### src/rtl/stack_controller.sv
// Operand-stack controller: owns the stack pointer and DEPTH x 8 storage, sequences PUSH/POP/POP2/CLEAR.
// Optional PEEK (op 100) is built only when STACK_PEEK_EN is defined; otherwise op 100 is illegal.
module stack_controller #(
  parameter int DEPTH = 16,
  parameter int AW    = $clog2(DEPTH)
) (
  input  logic          clk,
  input  logic          reset,
  input  logic          cmd_valid,
  input  logic [2:0]    cmd_op,
  input  logic [7:0]    cmd_data,
  output logic          cmd_ready,
  output logic          rsp_valid,
  output logic          rsp_error,
  output logic [7:0]    rsp_a,
  output logic [7:0]    rsp_b,
  output logic [AW:0]   count,
  output logic          full,
  output logic          empty,
  output logic          ovf_sticky,
  output logic          unf_sticky
);

  localparam logic [2:0] OP_PUSH  = 3'b000;
  localparam logic [2:0] OP_POP   = 3'b001;
  localparam logic [2:0] OP_POP2  = 3'b010;
  localparam logic [2:0] OP_CLEAR = 3'b011;
`ifdef STACK_PEEK_EN
  localparam logic [2:0] OP_PEEK  = 3'b100;
`endif

  localparam logic [AW:0] ONE       = (AW+1)'(1);
  localparam logic [AW:0] TWO       = (AW+1)'(2);
  localparam logic [AW:0] DEPTH_CNT = (AW+1)'(DEPTH);

  typedef enum logic [1:0] {IDLE, RD_A, RD_B, RESP} state_t;

  state_t      state;
  logic [7:0]  mem [DEPTH];
  logic [7:0]  rd_data;
  logic [7:0]  a_q;
  logic [7:0]  b_q;
  logic        err_q;
  logic        pop2_q;
`ifdef STACK_PEEK_EN
  logic        peek_q;
`endif
  logic [AW:0] rd_ptr;
  logic        wr_en;

  assign full  = (count == DEPTH_CNT);
  assign empty = (count == '0);

  // IDLE reads the top entry for a new pop; RD_A fetches the entry below it for POP2.
  assign rd_ptr = (state == IDLE) ? (count - ONE) : (count - TWO);
  assign wr_en  = (state == IDLE) && cmd_valid && (cmd_op == OP_PUSH) && !full;

  always_ff @(posedge clk) begin
    if (wr_en) mem[count[AW-1:0]] <= cmd_data;
    rd_data <= mem[rd_ptr[AW-1:0]];
  end

  always_ff @(posedge clk or negedge reset) begin
    if (!reset) begin
      state      <= IDLE;
      cmd_ready  <= 1'b1;
      rsp_valid  <= 1'b0;
      rsp_error  <= 1'b0;
      rsp_a      <= '0;
      rsp_b      <= '0;
      count      <= '0;
      ovf_sticky <= 1'b0;
      unf_sticky <= 1'b0;
      a_q        <= '0;
      b_q        <= '0;
      err_q      <= 1'b0;
      pop2_q     <= 1'b0;
`ifdef STACK_PEEK_EN
      peek_q     <= 1'b0;
`endif
    end else begin
      rsp_valid <= 1'b0;
      case (state)
        IDLE: begin
          if (cmd_valid) begin
            cmd_ready <= 1'b0;
            a_q       <= '0;
            b_q       <= '0;
            err_q     <= 1'b0;
            pop2_q    <= 1'b0;
`ifdef STACK_PEEK_EN
            peek_q    <= 1'b0;
`endif
            state     <= RESP;
            case (cmd_op)
              OP_PUSH: begin
                if (!full) count <= count + ONE;
                else begin
                  err_q      <= 1'b1;
                  ovf_sticky <= 1'b1;
                end
              end
              OP_POP: begin
                if (!empty) state <= RD_A;
                else begin
                  err_q      <= 1'b1;
                  unf_sticky <= 1'b1;
                end
              end
              OP_POP2: begin
                // POP2 is atomic: a single entry is left untouched on failure.
                if (count >= TWO) begin
                  state  <= RD_A;
                  pop2_q <= 1'b1;
                end else begin
                  err_q      <= 1'b1;
                  unf_sticky <= 1'b1;
                end
              end
              OP_CLEAR: begin
                count      <= '0;
                ovf_sticky <= 1'b0;
                unf_sticky <= 1'b0;
              end
`ifdef STACK_PEEK_EN
              OP_PEEK: begin
                if (!empty) begin
                  state  <= RD_A;
                  peek_q <= 1'b1;
                end else begin
                  err_q      <= 1'b1;
                  unf_sticky <= 1'b1;
                end
              end
`endif
              default: err_q <= 1'b1;
            endcase
          end
        end
        RD_A: begin
          a_q <= rd_data;
          if (pop2_q) state <= RD_B;
          else begin
`ifdef STACK_PEEK_EN
            if (!peek_q) count <= count - ONE;
`else
            count <= count - ONE;
`endif
            state <= RESP;
          end
        end
        RD_B: begin
          b_q   <= rd_data;
          count <= count - TWO;
          state <= RESP;
        end
        RESP: begin
          rsp_valid <= 1'b1;
          rsp_error <= err_q;
          rsp_a     <= a_q;
          rsp_b     <= b_q;
          cmd_ready <= 1'b1;
          state     <= IDLE;
        end
        default: state <= IDLE;
      endcase
    end
  end

endmodule
### config.mk
export PLATFORM = sky130hd
export DESIGN_NAME = stack_controller
export DESIGN_NICKNAME = d
export VERILOG_FILES = /design/src/rtl/stack_controller.sv
export SDC_FILE = /design/constraint.sdc
export NUM_CORES = 1
export LEC_CHECK = 0
export ABC_CLOCK_PERIOD_IN_PS = 2750
export CAP_MARGIN = 20
export CORE_AREA = 2 2 96 167
export DETAILED_ROUTE_END_ITERATION = 10
export DIE_AREA = 0 0 98 169
export GPL_TIMING_DRIVEN = 0
export PLACE_DENSITY = 0.72
export SLEW_MARGIN = 20
export SYNTH_ARGS = -nofsm -noshare
export SYNTH_HDL_FRONTEND = slang
export SYNTH_SLANG_ARGS = --single-unit
export TNS_END_PERCENT = 1
### constraint.sdc
create_clock -name clk -period 2.75 [get_ports clk]
set_input_delay 0.55 -clock clk [delete_from_list [all_inputs] [get_ports clk]]
set_output_delay 0.55 -clock clk [all_outputs]
set_load 0.02 [all_outputs]
After elaboration in Yosys (flattened, before gate mapping). Memories as Yosys holds them, arrays and structs flattened. A register that Yosys moved wholly into a read port is not among the register bits. Index checks and enable logic that the tools add are counted.

Add/sub/neg operators: 3. Order comparisons: 1. Equality and inequality tests: 14. Muxes and demuxes: 31. Reduce and logical (&&, ||, !) cells: 20.

Operators with widths (number): $pmux 8 s2 (2); $mux 5 (3); $pmux 5 s3 (1); $mux 1 (13); $ne 2x2->1 const B (5); $pmux 5 s2 (1); $reduce_and 5->1 (2); $mux 8 (1); $pmux 2 s4 (1); $reduce_and 2->1 (4); $reduce_bool 2->1 (4); $eq 3x2->1 const B (2); $mux 2 (3); $reduce_bool 3->1 (2); $add 5x1->5 const B (1); $eq 5x5->1 const B (1); $ge 5x2->1 const B (1); $logic_not 5->1 (1); $sub 5x1->5 const B (1); $sub 5x2->5 const B (1); $eq 2x2->1 const B (2); $mux 4 (1); $pmux 1 s2 (2); $pmux 1 s4 (1); 11 further kinds (13).

Register bits: 46. Memory bits (writable): 128. Input port bits: 14. Output and inout port bits: 28. Logic and storage cells: 83. Memories kept: 1.

Memory list: mem (depth 16, width 8, read ports 1, clocked after Yosys merged registers in 1, write ports 1, RTL line 39) `logic [7:0] mem [DEPTH];`.

Depth between registers and ports, before layout. Gate-level depths: netlist of run 1.

Depth after elaboration: 6. Mapped depth: 10. Mapped depth without buffers: 7.

Least setup slack after synthesis of run 1. No wires, ideal clock.

Kind: register -> register. From: register count[0]. To: memory mem[11][0], enable pin. Library setup time: 0.370 ns. Arrival time: 2.616 ns. Data required time: 2.380 ns. Path slack: -0.237 ns. Cell stages (with the launch flop): 8. Path buffers: 1. Clock period less this slack: 2.987 ns. Cell sequence: dfrtp_1 > inv_1 > clkbuf_1 > ha_1 > and4bb_2 > nor4_2 > nand2_1 > nor2_1.

Longest elaborated chain between the ends: 5.

Ends and longest elaborated chain: start, declared (RTL line 17) `output logic [AW:0] count,`; start signal, assigned (RTL line 97) `if (!full) count <= count + ONE;`; start signal, assigned (RTL line 147) `count <= count - ONE;`; start signal, assigned (RTL line 154) `count <= count - TWO;`; $eq 5x5->1 (RTL line 51) `assign full = (count == DEPTH_CNT);`; net full (RTL line 18) `output logic full,`; $logic_not 1->1; $logic_and 1x1->1 (RTL line 56) `assign wr_en = (state == IDLE) && cmd_valid && (cmd_op == OP_PUSH) && !full;`; $mux 1 (RTL line 59) `if (wr_en) mem[count[AW-1:0]] <= cmd_data;`; $mux 1 (not written as such) (RTL line 59); end, declared (RTL line 39).

The timed path passes the listed nets, and every way through them passes these cells.

Worst setup path after layout of run 1.
From: register count[1]. To: register rd_data[0] (read register of mem).

Longest elaborated chain between the ends: 2. Elaborated cells on any way between the ends: 3. Those cells by class: add/sub (2); mux (1).

Ends and longest elaborated chain: $sub 5x2->5 or $sub 5x1->5 (tied branches); $mux 4 * (RTL line 55) `assign rd_ptr = (state == IDLE) ? (count - ONE) : (count - TWO);`; end, declared (RTL line 40) `logic [7:0] rd_data;`.

Mark *: on every way between the ends. The rest lies on a longest branch, timed or not. A chain may end at the register's enable or synchronous reset.

==> impl_metrics.py, run 1 <==
metrics = {
    "run_status": {
        "status": "complete, no violations",
    },
    "clocking": {
        "clock_latency_ns": 0.43,
        "cts_tree": "built",
        "ctsHoldBuffers": 0,
        "clk_pin_slew_worst_paths_ns": 0.07,
        "cts_sinks": 182,
        "cts_root_buf": "clkbuf_16",
        "clk_path_buf_depth": 2,
        "htree_levels": 4,
        "numCtsBuffers": 17,
    },
    "global_routing": {
        "grt_pass1_wl_um": 28700,
        "grt_start_max_net_pins": 35,
        "grtUsageTotal_pct": 23.6,
        "antenna_found_initial": 0,
        "grt_pass1_vias": 5090,
        "grt-ovfl-total": 0,
    },
    "min_path": {
        "min_path_type": "primary input to async pin",
    },
    "sta": {
        "period_share_pct": 99.1,
        "final-setup-viol-count": 0,
        "max_freq_mhz": 367,
        "clock_skew_ns": 0.0109,
        "drv_slew": 0,
        "tightest_slew_ns": 0.702,
        "min_period_ns": 2.73,
        "hold_viol_final": 0,
        "relSlewSlack_pct": 53.0,
        "rsz0062_at_grt": "yes",
        "fin_hold_ws_ns": 0.00815,
    },
    "logic_synthesis": {
        "synth_warnings": 0,
        "yosysTopAreaCell": "edfxtp_1",
        "avgSynthCellArea_um2": 16.1,
        "ys_seq_elements": 182,
        "synthDistinctLibCells": 52,
        "synth_commonest_cells": "128 x edfxtp_1, 66 x mux2i_1, 45 x dfrtp_1, 28 x nor2_1, 26 x mux4_2",
        "mappedNetlistArea_um2": 8060,
        "synth_cells": 501,
        "syn-num-nets": 527,
        "seq_area_frac_synth_pct": 63.9,
        "yosysTopAreaCellShare_pct": 47.7,
        "synthTopCellsByArea": "edfxtp_1 48%, dfrtp_1 14%, mux2i_1 8.2%",
        "async_reset_ff_share_pct": 25.3,
        "yosysMostFrequentCell": "edfxtp_1",
        "synth_edf_count": 128,
        "synthFlopType": "edfxtp_1",
    },
    "floorplanning": {
        "fp.dieW_um": 98,
        "core_um2": 15200,
        "initial_core_util_pct": 52.9,
        "die-area_um2": 16600,
        "die_h_um": 169,
        "ios": 42,
        "num_rows": 60,
    },
    "placement": {
        "place_area_um2": 8850,
        "io_buffers": 39,
        "hpwlAfterDp_um": 12800,
        "place.gp.congestion": 0.884,
        "placed_cells": 727,
    },
    "layout": {
        "fin_nets": 618,
        "final_area_um2": 10000,
        "area_delta_synth_final_pct": 24.5,
        "diodes": 0,
        "drive_gt1_share_pct": 28.6,
        "fillers": 1064,
        "instances_no_fill": 791,
    },
    "critical_path": {
        "worstSetupEndpointType": "flop",
        "crit_top_cell": "buf_12",
        "critPathKind": "flop to flop",
        "crit_family": "buffers and inverters",
        "crit_fanout": 10,
        "worstPathCellList": "buf_12 > buf_12 > clkinvlp_4 > ha_2 > buf_12 > buf_12 > mux2i_1 > mux4_2 > a22oi_2 > o221a_1",
        "cp_data_required_time_ns": 3.12,
        "startpoint_type": "flop",
        "slowest_delay_ns": 0.48,
        "path_buf_inv": 5,
        "crit_slowest_cell": "mux4_2",
        "crit_arrival_ns": 3.09,
    },
    "power": {
        "p_leak_uw": 0.00368,
        "power.density_nw_per_um2": 1190,
        "vdd_drop_max_uv": 540,
    },
    "routing": {
        "ant_nets": 0,
        "drt_iter0_drc": 276,
        "dr.pass1.iters": 5,
        "drc_errors": 0,
        "wl_per_cell_um": 23.9,
        "vias": 4880,
        "viasPerCell": 6.17,
        "wirelength_um": 18900,
    },
    "job": {
        "maxCapViolCount": 0,
    },
}
## registers in the layout, indices dropped and copies added, names as in the netlist
name / count
a_q: 8
rsp_valid: 1
count: 5
b_q: 8
rsp_a: 8
err_q: 1
state: 2
unf_sticky: 1
pop2_q: 1
rd_data: 8
ovf_sticky: 1
cmd_ready: 1
mem: 128
rsp_error: 1
rsp_b: 8
## what timing repair did
item | 4_1_cts | 5_1_grt
buffers inserted | 25 | 7
resized for setup | 37 | 13
setup endpoints to repair | 144 | 139
hold endpoints to repair | 0 | 0
pin swaps | 20 | 3
## layout by cell type (no fill, tap or decap), types with 6 or more instances in the layout
master           instances
edfxtp_1               128
mux2i_1                 66
dfrtp_1                 43
clkdlybuf4s50_1         36
mux4_2                  26
buf_12                  22
buf_4                   20
mux2_2                  18
a32o_1                  17
clkbuf_16               17
nor2_4                  16
nand2_1                 13
a21oi_1                 13
nor2_1                  12
clkbuf_1                10
ha_1                    10
a22oi_2                  8
o21ai_0                  8
dfxtp_1                  8
inv_1                    7
buf_2                    6
nand3_1                  6
mux4_1                   6
## per-stage QoR
step	setup TNS [ns]	util, %	power (uW)	worst slack, ns
finish	0	65.9	12000	0.0245
global route	-0.256	65.9	12500	-0.0655
CTS	-0.119	64.9	11600	-0.0712
detailed placement	-81.44	58.1	8890	-0.904
global placement	-78.68	58.0	8770	-0.866
floorplan	0	-	7340	0.0327
## final timing paths
path / end / cells after the start / slack, ns / start
max: rd_data[0] / 10 / 0.02 / count[1]
min: unf_sticky / 1 / 0.008 / reset
max reg2reg: rd_data[0] / 10 / 0.02 / count[1]
min reg2reg: a_q[1] / 1 / 0.49 / a_q[1]
max in group asynchronous: cmd_ready / 2 / 2.20 / reset
min in group clk: a_q[1] / 1 / 0.49 / a_q[1]
## kinds of logic (layout without fill, tap and decap cells)
family / Yosys count / in the layout / synth area share [%]
AO/OA/AOI/OAI: 75 / 75 / 6.90
XOR/XNOR: 3 / 3 / 0.419
adder cells (fa/ha/maj): 12 / 12 / 1.86
buffers and inverters: 38 / 142 / 2.31
flip-flops: 182 / 182 / 63.9
multiplexers: 117 / 117 / 20.1
AND/OR/NAND/NOR: 74 / 74 / 4.47
## cell type report
cell class / instances / area (um2) / share of cell area, %
sequential: 182 / 5160 / 51.4
inverter: 11 / 48.8 / 0.486
timing repair buffer: 72 / 842 / 8.39
multi-input combinational: 281 / 2970 / 29.5
tap: 186 / 233 / 2.32
clock buffer: 18 / 429 / 4.27
clock inverter: 14 / 136 / 1.36
buffer: 27 / 225 / 2.24
## where the power goes
part	internal, uW	switching, uW
Sequential	3320	223
Clock	1200	1120
Combinational	2950	3180
Total	7470	4520
## routing by layer
metal | vias up | GRT usage [%] | share of wire [%] | routed length [um]
met5 | - | 0 | 0 | 0
met4 | 0 | 12.1 | 4.5 | 858
met3 | 40 | 4.09 | 2.8 | 529
met2 | 136 | 43.6 | 57 | 10700
met1 | 2537 | 25.5 | 36 | 6810
li1 | 2167 | - | - | -
No activity file was read; power rests on OpenSTA's default activity.
==> inputs of run 2 (changes only) <==
CORE_AREA = 2 2 118 206   (was 2 2 96 167)
DIE_AREA = 0 0 120 208   (was 0 0 98 169)
PLACE_DENSITY = 0.5   (was 0.72)
TNS_END_PERCENT = default   (was 1)
==> run 2 against run 1 <==
Net effect: register-to-register slack improved by 0.04 ns; clock skew fell by 0.0045 ns; first-iteration DRC count rose by 8.7%; largest power group unchanged; global-route usage decreased by 6.6 points; critical path type unchanged; power down 1.7%; largest cell class unchanged; via count is 3.1% lower; utilization down 22 points; combinational power fell by 4.1%; clock-buffer cell count is the same; fmax increased by 1.4%.
==> impl_metrics.py, run 2 (same netlist as run 1, synthesis figures left out) <==
metrics = {
    "routing": {
        "viasPerCell": 5.24,
        "drt_iter0_drc": 300,
        "dr.pass1.iters": 6,
        "vias": 4727,
        "ant_nets": 0,
        "drc_errors": 0,
        "wl_per_cell_um": 22.2,
        "wirelength_um": 20000,
    },
    "critical_path": {
        "critPathKind": "flop to flop",
        "crit_fanout": 10,
        "startpoint_type": "flop",
        "regToRegSetupSlack_ns": 0.06,
        "slowest_delay_ns": 0.39,
        "crit_arrival_ns": 2.84,
        "path_buf_inv": 6,
        "crit_family": "buffers and inverters",
        "crit_slowest_cell": "dfrtp_2",
        "cp_data_required_time_ns": 2.91,
        "worstPathCellList": "buf_8 > buf_8 > inv_2 > ha_2 > and4bb_2 > buf_4 > nor4_4 > buf_4 > nand2_2 > nor2_4 > buf_12",
        "worstSetupEndpointType": "flop",
    },
    "layout": {
        "register_area_um2": 5160,
        "drive_gt1_share_pct": 27.6,
        "area_delta_synth_final_pct": 25.1,
        "fin_nets": 611,
        "diodes": 0,
        "final_area_um2": 10100,
        "layout_common_cells": "128 x edfxtp_1, 66 x mux2i_1, 43 x dfrtp_1",
        "multi_input_area_um2": 2960,
        "fillers": 2030,
        "layout_commonest_cell": "edfxtp_1",
        "largest_reg_flops": 128,
    },
    "floorplanning": {
        "die_h_um": 208,
        "fp.dieW_um": 120,
        "ios": 42,
        "die-area_um2": 25000,
        "initial_core_util_pct": 34.7,
        "core_um2": 23200,
        "num_rows": 74,
    },
    "power": {
        "p_leak_uw": 0.00365,
        "finalPower_uw": 11800,
        "power.density_nw_per_um2": 1170,
        "vdd_drop_max_uv": 579,
    },
    "clocking": {
        "htree_levels": 4,
        "cts_sinks": 182,
        "cts_root_buf": "clkbuf_16",
        "clk_pin_slew_worst_paths_ns": 0.07,
        "cts_tree": "built",
        "numCtsBuffers": 17,
        "clock_latency_ns": 0.44,
        "clk_path_buf_depth": 2,
    },
    "job": {
        "maxCapViolCount": 0,
    },
    "placement": {
        "place_area_um2": 8990,
        "place.gp.congestion": 0.908,
        "hpwlAfterDp_um": 14600,
        "io_buffers": 39,
    },
    "sta": {
        "relSlewSlack_pct": 54.1,
        "clock_skew_ns": 0.00636,
        "min_period_ns": 2.69,
        "drv_slew": 0,
        "tightest_slew_ns": 0.685,
        "hold_viol_final": 0,
        "final-setup-viol-count": 0,
        "rsz0062_at_grt": "yes",
        "tns_ns": 0,
        "period_share_pct": 97.7,
        "max_freq_mhz": 372,
    },
    "global_routing": {
        "grtUsageTotal_pct": 17.0,
        "grt_pass1_vias": 5190,
        "grt_pass1_wl_um": 31000,
        "grt-ovfl-total": 0,
        "antenna_found_initial": 0,
        "grt_start_max_net_pins": 34,
    },
    "run_status": {
        "status": "complete, no violations",
    },
    "min_path": {
        "min_path_type": "primary input to async pin",
    },
}
[run 2: cell count changes in the layout (fill, tap and decap cells not counted), moves of 3 or more]
cell    change
inv_8       +3
buf_8       +3
buf_4       -7
buf_12      -6
[run 2: through the flow]
step           setup slack, ns  hold WS, ns  utilization [%]  cells
6_report                0.0634       0.0174             43.4    902
5_1_grt                -0.0437       0.0273             43.4    902
4_1_cts                 0.0109      0.00880             43.4    902
3_5_place_dp             -1.31        0.489             38.7    845
3_3_place_gp             -1.33        0.476             38.6    844
2_1_floorplan           0.0327        0.254                -    501
[run 2: power by group]
part,internal [uW],leakage [uW],total (uW),switching (uW)
clock,1250,0.000292,2370,1120
sequential,3320,0.00181,3550,228
combinational,2700,0.00155,5870,3160
[run 2: layout make-up]
class | count | area share (%)
plain buffers | 27 | 2.06
clock buffers | 18 | 4.46
inverters | 11 | 0.446
clock inverters | 14 | 1.23
repair buffers | 65 | 7.61
well taps | 304 | 3.77
flip-flops and latches | 182 | 51.1
multi-input cells | 281 | 29.3
[run 2: layer usage]
layer  wire length (um)  part of all wire [%]  track usage [%]  up-vias
li1                   -                     -                -     2159
met1               6790                    34             16.4     2433
met2              11900                    59             33.2      105
met3                584                   2.9             3.32       30
met4                784                   3.9             8.28        0
met5                  0                     0                0        -
[run 2: timing repair]
action | in CTS | in global routing
buffers inserted | 25 | 0
cloned | 0 | 0
endpoints found under the setup margin | 144 | 118
pin swaps | 20 | 1
hold buffers | 0 | 0
gates resized for setup | 37 | 7
[run 2: path summary, 6_finish.rpt]
check	end	start	cells past startpoint
min in group clk	pop2_q	cmd_op[1]	3
max reg2reg	mem[1][2]	count[1]	11
min	err_q	reset	1
min reg2reg	a_q[1]	a_q[1]	1
max in group asynchronous	a_q[5]	reset	2
max	mem[1][2]	count[1]	11
==> inputs of run 3 (changes only) <==
ABC_CLOCK_PERIOD_IN_PS = 2950   (was 2750)
GPL_ROUTABILITY_DRIVEN = 1   (was default)
HOLD_SLACK_MARGIN = 0.12   (was default)
PLACE_DENSITY = 0.48   (was 0.5)
clock period = 2.95 ns   (was 2.75 ns; I/O delays follow)
==> run 3 against run 2 <==
Net effect: combinational power decreased by 8.7%; routed wire length up 0.88%; fmax is 7.2% lower; sequential power fell by 6.5%; global-route usage shrank 0.12 points; clock power is 8% lower; setup slack worse by 0.0091 ns; largest cell class unchanged; largest power group unchanged; highest routed layer unchanged.
==> impl_metrics.py, run 3 (same netlist as run 1, synthesis figures left out) <==
metrics = {
    "min_path": {
        "min_from": "a_q[3]",
        "min_path_type": "flop to flop",
        "worstHoldPathCells": 1,
        "hold_end": "a_q[3]",
    },
    "global_routing": {
        "grt_start_max_net_pins": 34,
        "grt-ovfl-total": 0,
        "grt_pass1_wl_um": 30800,
        "grtUsageTotal_pct": 16.9,
        "grt_pass1_vias": 5179,
        "antenna_found_initial": 0,
    },
    "sta": {
        "setup_ws_ns": 0.0543,
        "drv_slew": 0,
        "fin_hold_ws_ns": 0.498,
        "min_period_ns": 2.90,
        "rsz0062_at_grt": "no",
        "tns_ns": 0,
        "max_freq_mhz": 345,
        "final-setup-viol-count": 0,
        "period_share_pct": 98.2,
        "hold_viol_final": 0,
        "clock_skew_ns": 0.00998,
        "relSlewSlack_pct": 49.9,
        "tightest_slew_ns": 0.750,
    },
    "routing": {
        "ant_nets": 0,
        "viasPerCell": 5.24,
        "drc_errors": 0,
        "drt_iter0_drc": 350,
        "vias": 4707,
        "wl_per_cell_um": 22.5,
        "wirelength_um": 20200,
        "dr.pass1.iters": 4,
    },
    "floorplanning": {
        "initial_core_util_pct": 34.7,
        "die_h_um": 208,
        "fp.dieW_um": 120,
        "ios": 42,
        "die-area_um2": 25000,
        "num_rows": 74,
        "core_um2": 23200,
    },
    "layout": {
        "fin_nets": 608,
        "area_delta_synth_final_pct": 24.4,
        "fillers": 2077,
        "layout_common_cells": "128 x edfxtp_1, 66 x mux2i_1, 43 x dfrtp_1",
        "drive_gt1_share_pct": 25.4,
        "largest_reg_flops": 128,
        "layout_commonest_cell": "edfxtp_1",
        "diodes": 0,
    },
    "clocking": {
        "cts_root_buf": "clkbuf_16",
        "numCtsBuffers": 17,
        "htree_levels": 4,
        "clock_latency_ns": 0.43,
        "clk_path_buf_depth": 2,
        "cts_sinks": 182,
        "cts_tree": "built",
        "clk_pin_slew_worst_paths_ns": 0.07,
    },
    "critical_path": {
        "crit_arrival_ns": 3.26,
        "regToRegSetupSlack_ns": 0.05,
        "reg2reg_to": "rd_data[1]",
        "r2r_cells": 10,
        "crit_fanout": 10,
        "worstSetupEndpointType": "flop",
        "critPathKind": "flop to flop",
        "startpoint_type": "flop",
        "cp_data_required_time_ns": 3.32,
        "r2r_start": "count[1]",
    },
    "power": {
        "power.density_nw_per_um2": 1080,
        "vdd_drop_max_uv": 430,
        "p_leak_uw": 0.00361,
    },
    "placement": {
        "io_buffers": 39,
        "place.gp.congestion": 0.875,
        "dp_slack_ns": -1.32,
        "hpwlAfterDp_um": 14500,
    },
    "run_status": {
        "status": "complete, no violations",
    },
    "job": {
        "maxCapViolCount": 0,
    },
}
==> run 3: routing by layer <==
metal  routed length (um)  vias to the layer above  GRT usage (%)
li1                     -                     2142              -
met2                11800                      106           32.9
met4                  578                        0           7.83
met5                    0                        -              0
met1                 7300                     2436           17.2
met3                  477                       23           2.36
==> run 3: repair_timing <==
| action | 4_1_cts | 5_1_grt |
|---|---|---|
| hold buffers | 1 | 0 |
| buffers inserted | 19 | 2 |
| gates cloned | 0 | 0 |
| pin swaps | 17 | 2 |
| setup endpoints to repair | 145 | 136 |
| hold endpoints to repair | 13 | 0 |
| gates resized for setup | 64 | 7 |
==> run 3: how the worst max path moves through the flow <==
stage               slack (ns)          to  cells after the start     start
floorplan                -0.04  mem[11][0]                      7  count[0]
global placement         -1.29  rd_data[5]                      9  count[0]
detailed placement       -1.32  rd_data[5]                      9  count[0]
CTS                       0.01        full                      6  count[1]
global route             0.003  rd_data[5]                     10  count[1]
finish                    0.05  rd_data[1]                     10  count[1]
==> run 3: through the flow <==
stage | util [%] | cells | cell area [um2] | power, uW
2_1_floorplan | - | 501 | 8060 | 6760
3_3_place_gp | 38.0 | 844 | 8830 | 8320
3_5_place_dp | 38.1 | 845 | 8850 | 8390
4_1_cts | 43.0 | 897 | 10000 | 10900
5_1_grt | 43.2 | 899 | 10000 | 11400
6_report | 43.2 | 899 | 10000 | 10900
==> run 3: power by group <==
group | total, uW | leakage, uW | internal [uW] | switching (uW)
Combinational | 5360 | 0.00152 | 2470 | 2890
Clock | 2180 | 0.000283 | 1170 | 1000
Sequential | 3320 | 0.00181 | 3100 | 221
==> run 3: layout make-up <==
type	count	area, um2	share of cell area, %
inverters	11	45.0	0.449
flip-flops and latches	182	5160	51.4
plain buffers	27	199	1.98
repair buffers	62	768	7.66
clock buffers	21	472	4.70
multi-input cells	281	2920	29.1
clock inverters	11	90.1	0.898
well taps	304	380	3.79
==> run 3: worst max-delay path: stages, from the launching register on <==
cell,delay (ns)
dfrtp_2,0.44
buf_8,0.16
buf_6,0.16
inv_1,0.17
ha_2,0.31
buf_6,0.16
buf_12,0.16
mux2i_1,0.12
mux4_2,0.48
a22oi_2,0.41
o221a_1,0.26
